File: src/rtl/seg_display_driver.sv
// 4-digit multiplexed seven-segment driver: seconds on the right pair, score on the left pair.
// Sequential double-dabble converts both values in 18 cycles. The seconds digits blink after time_up.
module seg_display_driver #(
    parameter int SCAN_DIV  = 100000,
    parameter int BLINK_DIV = 50000000
) (
    input  logic       clk,
    input  logic       rst,
    input  logic [7:0] seconds,
    input  logic [7:0] score,
    input  logic       time_up,
    output logic [3:0] an,
    output logic [6:0] seg,
    output logic       dp,
    output logic       valid
);

    localparam int SCAN_W  = (SCAN_DIV > 1) ? $clog2(SCAN_DIV) : 1;
    localparam int BLINK_W = (BLINK_DIV > 1) ? $clog2(BLINK_DIV) : 1;

    typedef enum logic [1:0] {LOAD, SHIFT_A, SHIFT_B, COMMIT} state_t;

    state_t state, state_next;
    logic   do_load, do_shift_a, do_shift_b, do_commit;

    logic [2:0] bit_cnt;
    logic [7:0] sec_bin, sco_bin;
    logic [7:0] sec_bcd, sco_bcd;
    logic [7:0] sec_adj, sco_adj;
    logic [3:0] sec_tens, sec_ones, sco_tens, sco_ones;

    logic [SCAN_W-1:0]  scan_cnt;
    logic [1:0]         scan_idx;
    logic [BLINK_W-1:0] blink_cnt;
    logic               blink_phase;
    logic [6:0]         seg_next;

    function automatic logic [7:0] dd_adjust(input logic [7:0] b);
        logic [3:0] hi, lo;
        hi = (b[7:4] >= 4'd5) ? b[7:4] + 4'd3 : b[7:4];
        lo = (b[3:0] >= 4'd5) ? b[3:0] + 4'd3 : b[3:0];
        return {hi, lo};
    endfunction

    function automatic logic [6:0] seg_decode(input logic [3:0] d);
        logic [6:0] s;
        case (d)
            4'd0:    s = 7'b1000000;
            4'd1:    s = 7'b1111001;
            4'd2:    s = 7'b0100100;
            4'd3:    s = 7'b0110000;
            4'd4:    s = 7'b0011001;
            4'd5:    s = 7'b0010010;
            4'd6:    s = 7'b0000010;
            4'd7:    s = 7'b1111000;
            4'd8:    s = 7'b0000000;
            4'd9:    s = 7'b0010000;
            default: s = 7'b1111111;
        endcase
        return s;
    endfunction

    always_ff @(posedge clk or posedge rst) begin
        if (rst) state <= LOAD;
        else     state <= state_next;
    end

    always_comb begin
        state_next = state;
        case (state)
            LOAD:    state_next = SHIFT_A;
            SHIFT_A: if (bit_cnt == 3'd7) state_next = SHIFT_B;
            SHIFT_B: if (bit_cnt == 3'd7) state_next = COMMIT;
            COMMIT:  state_next = LOAD;
            default: state_next = LOAD;
        endcase
    end

    always_comb begin
        do_load    = 1'b0;
        do_shift_a = 1'b0;
        do_shift_b = 1'b0;
        do_commit  = 1'b0;
        case (state)
            LOAD:    do_load    = 1'b1;
            SHIFT_A: do_shift_a = 1'b1;
            SHIFT_B: do_shift_b = 1'b1;
            COMMIT:  do_commit  = 1'b1;
            default: do_load    = 1'b1;
        endcase
    end

    assign sec_adj = dd_adjust(sec_bcd);
    assign sco_adj = dd_adjust(sco_bcd);

    // Inputs are clamped once at capture so a change mid-conversion cannot corrupt it.
    always_ff @(posedge clk or posedge rst) begin
        if (rst) begin
            bit_cnt  <= 3'd0;
            sec_bin  <= 8'd0;
            sco_bin  <= 8'd0;
            sec_bcd  <= 8'd0;
            sco_bcd  <= 8'd0;
            sec_tens <= 4'd0;
            sec_ones <= 4'd0;
            sco_tens <= 4'd0;
            sco_ones <= 4'd0;
            valid    <= 1'b0;
        end else begin
            if (do_load) begin
                sec_bin <= (seconds > 8'd99) ? 8'd99 : seconds;
                sco_bin <= (score > 8'd99) ? 8'd99 : score;
                sec_bcd <= 8'd0;
                sco_bcd <= 8'd0;
                bit_cnt <= 3'd0;
            end
            if (do_shift_a) begin
                sec_bcd <= {sec_adj[6:0], sec_bin[7]};
                sec_bin <= {sec_bin[6:0], 1'b0};
                bit_cnt <= bit_cnt + 3'd1;
            end
            if (do_shift_b) begin
                sco_bcd <= {sco_adj[6:0], sco_bin[7]};
                sco_bin <= {sco_bin[6:0], 1'b0};
                bit_cnt <= bit_cnt + 3'd1;
            end
            if (do_commit) begin
                sec_tens <= sec_bcd[7:4];
                sec_ones <= sec_bcd[3:0];
                sco_tens <= sco_bcd[7:4];
                sco_ones <= sco_bcd[3:0];
                valid    <= 1'b1;
            end
        end
    end

    always_ff @(posedge clk or posedge rst) begin
        if (rst) begin
            scan_cnt <= '0;
            scan_idx <= 2'd0;
        end else if (scan_cnt == SCAN_W'(SCAN_DIV - 1)) begin
            scan_cnt <= '0;
            scan_idx <= scan_idx + 2'd1;
        end else begin
            scan_cnt <= scan_cnt + 1'b1;
        end
    end

    // Held at zero while time is running so the first half-period after time_up is visible.
    always_ff @(posedge clk or posedge rst) begin
        if (rst) begin
            blink_cnt   <= '0;
            blink_phase <= 1'b0;
        end else if (!time_up) begin
            blink_cnt   <= '0;
            blink_phase <= 1'b0;
        end else if (blink_cnt == BLINK_W'(BLINK_DIV - 1)) begin
            blink_cnt   <= '0;
            blink_phase <= ~blink_phase;
        end else begin
            blink_cnt <= blink_cnt + 1'b1;
        end
    end

    always_comb begin
        seg_next = 7'b1111111;
        if (valid) begin
            case (scan_idx)
                2'd0:    if (!blink_phase) seg_next = seg_decode(sec_ones);
                2'd1:    if (!blink_phase) seg_next = seg_decode(sec_tens);
                2'd2:    seg_next = seg_decode(sco_ones);
                default: if (sco_tens != 4'd0) seg_next = seg_decode(sco_tens);
            endcase
        end
    end

    always_ff @(posedge clk or posedge rst) begin
        if (rst) begin
            an  <= 4'b1111;
            seg <= 7'b1111111;
            dp  <= 1'b1;
        end else begin
            an  <= ~(4'b0001 << scan_idx);
            seg <= seg_next;
            dp  <= (scan_idx != 2'd2);
        end
    end

endmodule

File: config.mk
export PLATFORM = sky130hd
export DESIGN_NAME = seg_display_driver
export DESIGN_NICKNAME = d
export VERILOG_FILES = /design/src/rtl/seg_display_driver.sv
export SDC_FILE = /design/constraint.sdc
export NUM_CORES = 1
export LEC_CHECK = 0
export BUFFER_PORTS_ARGS = -buffer_cell sky130_fd_sc_hd__clkbuf_2
export CAP_MARGIN = 20
export CORE_AREA = 8 8 109 111
export CTS_BUF_LIST = sky130_fd_sc_hd__clkbuf_16
export CTS_CLUSTER_SIZE = 14
export DETAILED_ROUTE_END_ITERATION = 16
export DIE_AREA = 0 0 117 119
export GPL_ROUTABILITY_DRIVEN = 1
export PLACE_DENSITY = 0.79
export SETUP_SLACK_MARGIN = 0.15
export SLEW_MARGIN = 30
export SYNTH_ARGS = -nofsm -noshare
export SYNTH_HDL_FRONTEND = slang
export SYNTH_SLANG_ARGS = --single-unit
File: constraint.sdc
create_clock -name clk -period 5.37 [get_ports clk]
set_input_delay 0.537 -clock clk [delete_from_list [all_inputs] [get_ports clk]]
set_output_delay 0.537 -clock clk [all_outputs]
set_load 0.05 [all_outputs]
* After elaboration in Yosys (flattened, before gate mapping) *
Memory sizes are Yosys's and may differ from the RTL's.
Index checks and enable logic that the tools add are counted.

storage, ports and cells
  flip-flop bits (word level) = 112
  input port bits = 19
  memories = 4
  bits in read-only memories = 448

memory list
  memory            depth  width  read ports  clocked after memory_dff  write ports  RTL line  RTL
  (name not given)  16     7      1           0                         0            47        case (d)
  (name not given)  16     7      1           0                         0            47
  (name not given)  16     7      1           0                         0            47
  (name not given)  16     7      1           0                         0            47

cells by class
  reductions and logical operators = 7
  $add $sub $neg = 8
  multiplexer cells = 33
  shifts and indexed selects = 1
  bitwise operators = 2
  equal/unequal tests = 12
  order comparisons = 6

operator list
  operator               count
  $mux 8                 9
  $mux 26                2
  $mux 7                 4
  $add 26x1->26 const B  1
  $eq 26x26->1 const B   1
  $pmux 7 s3             1
  $add 17x1->17 const B  1
  $eq 17x17->1 const B   1
  $mux 17                1
  $ge 4x3->1 const B     4
  $gt 8x7->1 const B     2
  $mux 3                 5
  $add 4x2->4 const B    2
  $mux 4                 2
  $pmux 2 s4             1
  $add 3x2->3 const B    2
  $eq 2x2->1 const B     3
  $mux 1                 6
  $ne 2x2->1 const B     3
  $eq 2x1->1 const B     2
  $logic_not 2->1        2
  $mux 2                 2
  $not 4->4              1
  $reduce_bool 2->1      2
  other kinds (9)        9

* Longest topological paths before layout *
  word-level depth = 5
  gate-level depth with buffers = 8

* Worst setup path after synthesis *
No wires, ideal clock.

  path type = flip-flop to flip-flop
  start = register scan_cnt[12]
  end = register scan_idx[1]
  slack = 3252 ps
  path buffers = 0
  stages on the path, launching flop included = 6
  data arrival time = 1991 ps
  setup time = 127 ps
  data required time = 5243 ps
  cell sequence = dfrtp_1 -> or4b_1 -> or4_1 -> nor4_1 -> and3_2 -> mux2_1

between the ends
  cells in the longest elaborated chain, start to end = 1

RTL lines
  what                    RTL line  RTL
  from (decl)             32        logic [SCAN_W-1:0] scan_cnt;
  from (signal assigned)  145       scan_cnt <= scan_cnt + 1'b1;
  $eq 17x17->1            141       end else if (scan_cnt == SCAN_W'(SCAN_DIV - 1)) begin
  to (signal assigned)    143       scan_idx <= scan_idx + 2'd1;
  to (decl)               33        logic [1:0] scan_idx;

No other way between the ends.
A chain may end at the register's enable or synchronous reset.

* Worst setup path in the final report *
  start = register blink_cnt[2]
  end = register blink_cnt[22]

between the ends
  cells in the longest elaborated chain, start to end = 3

RTL lines
  what                                                  RTL line  RTL
  from (decl)                                           34        logic [BLINK_W-1:0] blink_cnt;
  from (signal assigned)                                161       blink_cnt <= blink_cnt + 1'b1;
  $add 26x1->26 / $eq 26x26->1 (equally long branches)  161, 157
  $mux 26 *                                             157       end else if (blink_cnt == BLINK_W'(BLINK_DIV - 1)) begin
  $mux 26 *                                             154       end else if (!time_up) begin

Every way passes the cells marked *; elsewhere a longest branch is shown, timed or not.

==> results.sh <==
export IMPL_run_status="completed"
export IMPL_path_max_fanout=25
export IMPL_max_freq_mhz=421
export IMPL_worstPathCellList="and4_1 -> nand2_1 -> nor4_1 -> nand2b_1 -> nor2_1"
export IMPL_fin_crit_sh=0.443
export IMPL_overflow=0
export IMPL_wl_microns=11200
export IMPL_drtIter0Drc=293
export IMPL_ys_flop_type="dfrtp_1"
export IMPL_portBuffers=31
export IMPL_drc=0
export IMPL_cpPeakStageDelay_ns=0.78
export IMPL_postCtsHoldBufs=0
export IMPL_grt_pass1_wl_microns=19900
export IMPL_grt_pass1_vias=4545
export IMPL_path_class="flop to flop"
export IMPL_tightestPinTransition_ns=0.912
export IMPL_power_mw=2.32
export IMPL_htreeDepth=3
export IMPL_crit_required_ns=5.56
export IMPL_viasPerCell=5.55
export IMPL_crit_arrival_ns=2.57
export IMPL_post_cts_setup_buffers=0
export IMPL_antenna_left=0
export IMPL_areaGrowthSynthToFinish_pct=8.87
export IMPL_drt_wirelength_per_cell_microns=13.8
export IMPL_fin_nets=731
export IMPL_cts_buffers=9
export IMPL_antenna_found_initial=0
export IMPL_place_hpwl_microns=7920
export IMPL_synthDistinctLibCells=53
export IMPL_drt_pass1_iterations=4
export IMPL_yosys_area_top_type="dfrtp_1"
export IMPL_avgSynthCellArea_sq_um=9.29
export IMPL_synth_seq_cells=111
export IMPL_die_x_microns=117
export IMPL_layout_common_cells="100 x dfrtp_1, 73 x nand2_1, 64 x nor2_1, 63 x o21ai_0, 41 x inv_1"
export IMPL_grt_start_max_net_pins=81
export IMPL_start_util=0.602
export IMPL_ys_top_cells_by_area="dfrtp_1 41%, ha_1 8.6%, o21ai_0 5.2%"
export IMPL_clk_pin_slew_ns=0.07
export IMPL_timing_final_max_slew_violations=0
export IMPL_min_period_ns=2.38
export IMPL_cap_violations=0
export IMPL_root_buffer="clkbuf_16"
export IMPL_rsz0062_at_grt="no"
export IMPL_ys_warnings_count=0
export IMPL_clockBufferDepth=2
export IMPL_max_slew_margin=0.392
export IMPL_core_area_sq_um=10100
export IMPL_synth_edf_count=0
export IMPL_powerDensity_nw_per_um2=351
export IMPL_cts_resized=0
export IMPL_mostFrequentLayoutCell="dfrtp_1"
export IMPL_cp_slowest_cell="nand2b_1"
export IMPL_p_leak_nw=2.97
export IMPL_netlist_area_leader_share=0.412
export IMPL_async_flop_share=1.00
export IMPL_io_pins=32
export IMPL_grt_util_all_layers=0.173
export IMPL_clk_latency_ns=0.35
export IMPL_rows=37
export IMPL_dieArea_sq_um=13900
export IMPL_tns_ns=0
export IMPL_hold_violations=0
export IMPL_syn_nets=715
export IMPL_fin_skew_ns=0.0121
export IMPL_cts_tree="yes"
export IMPL_vias=4497
export IMPL_hold_path_class="primary input to async pin"
export IMPL_gp_congestion=0.880
export IMPL_vdd_ir_drop_max_mv=0.257
export IMPL_ys_seq_area_frac=0.459
export IMPL_cp_start_kind="flop"
export IMPL_cp_end_kind="flop"
export IMPL_drive_gt1_frac=0.110
export IMPL_n_antenna_cell=0
export IMPL_setup_viol=0
export IMPL_clock_sinks=111
export IMPL_netlist_area_sq_um=6080
export IMPL_die_h_microns=119
export IMPL_postSynthCellCount=654
-- final cells by class --
type	count	area [sq um]
fillers	843	3480
multi-input cells	472	3010
flip-flops and latches	111	2790
clock buffers	9	225
repair buffers	34	185
well taps	136	170
inverters	42	163
clock inverters	7	71.3
-- power by group --
part | internal [mW] | switching [mW]
Combinational | 0.228 | 0.372
Clock | 0.363 | 0.301
Sequential | 0.946 | 0.113
-- cell families (layout without fill, tap and decap cells) --
group                    after synthesis  in the layout  share of synthesized area
AO/OA/AOI/OAI                        135            135                      0.131
XOR/XNOR                              44             44                     0.0634
adder cells (fa/ha/maj)               42             42                     0.0865
buffers and inverters                 71             92                     0.0461
flip-flops                           111            111                      0.459
multiplexers                          15             15                     0.0264
AND/OR/NAND/NOR                      236            236                      0.187
-- critical path, delay by kind of cell, from the launching register on --
kind	cells	cell delay (ns)
flops	1	0.42
simple gates	5	1.79
-- registers in the layout, summed over array words and instances, names as in the netlist, 4 cells and up --
register,cells
an,4
blink_cnt,26
scan_cnt,17
sco_bcd,8
sco_bin,8
sco_ones,4
sco_tens,4
sec_bcd,8
sec_bin,8
sec_ones,4
sec_tens,4
seg,7
-- metrics by stage --
stage	instance area, sq um	worst slack (ns)	std cells	hold slack (ns)	utilization
final	6620	2.99	811	0.294	0.656
after global placement	6300	3.07	794	0.436	0.624
after global routing	6620	2.81	811	0.351	0.656
after detailed placement	6310	3.02	795	0.454	0.625
after CTS	6610	3.00	811	0.404	0.655
after floorplan	6080	1.92	654	0.424	-
-- metal layers --
metal / routed length [microns] / vias to the layer above / track usage
met2: 5250 / 75 / 0.280
met3: 463 / 12 / 0.0480
met4: 136 / 0 / 0.0536
met1: 5350 / 2144 / 0.219
met5: 0 / - / 0
li1: - / 2266 / -
-- worst paths after layout --
check | from | cells after the start | slack (ns) | endpoint
worst max-delay path | blink_cnt[2] | 5 | 2.99 | blink_cnt[22]
worst min-delay path | rst | 2 | 0.29 | blink_cnt[25]
worst max register to register | blink_cnt[2] | 5 | 2.99 | blink_cnt[22]
worst min register to register | blink_cnt[0] | 1 | 0.47 | blink_cnt[0]
max in group asynchronous | rst | 3 | 4.19 | sco_bcd[0]
min in group clk | seconds[0] | 3 | 0.41 | sec_bin[0]
-- cells in the mapped netlist (all sizes together) (2+ instances only) --
master and n:
o21a 2, dfrtp 100, dfstp 11, ha 42, a21oi 24, o21ai 63, nor3 9, and2 4
a32oi 3, nor4 8, nand3 12, inv 42, and4 2, nor2b 8, a31oi 13, a211oi 2
nand2b 19, nand4 15, nor3b 8, nor2 64, or3 3, and3 3, nand3b 2, xor2 16
o31ai 11, a21o 5, xnor2 28, mux2i 7, clkbuf 23, buf 6, a311oi 2, mux2 8
nand2 73, or2 2
No activity file was read; power rests on OpenSTA's default activity.
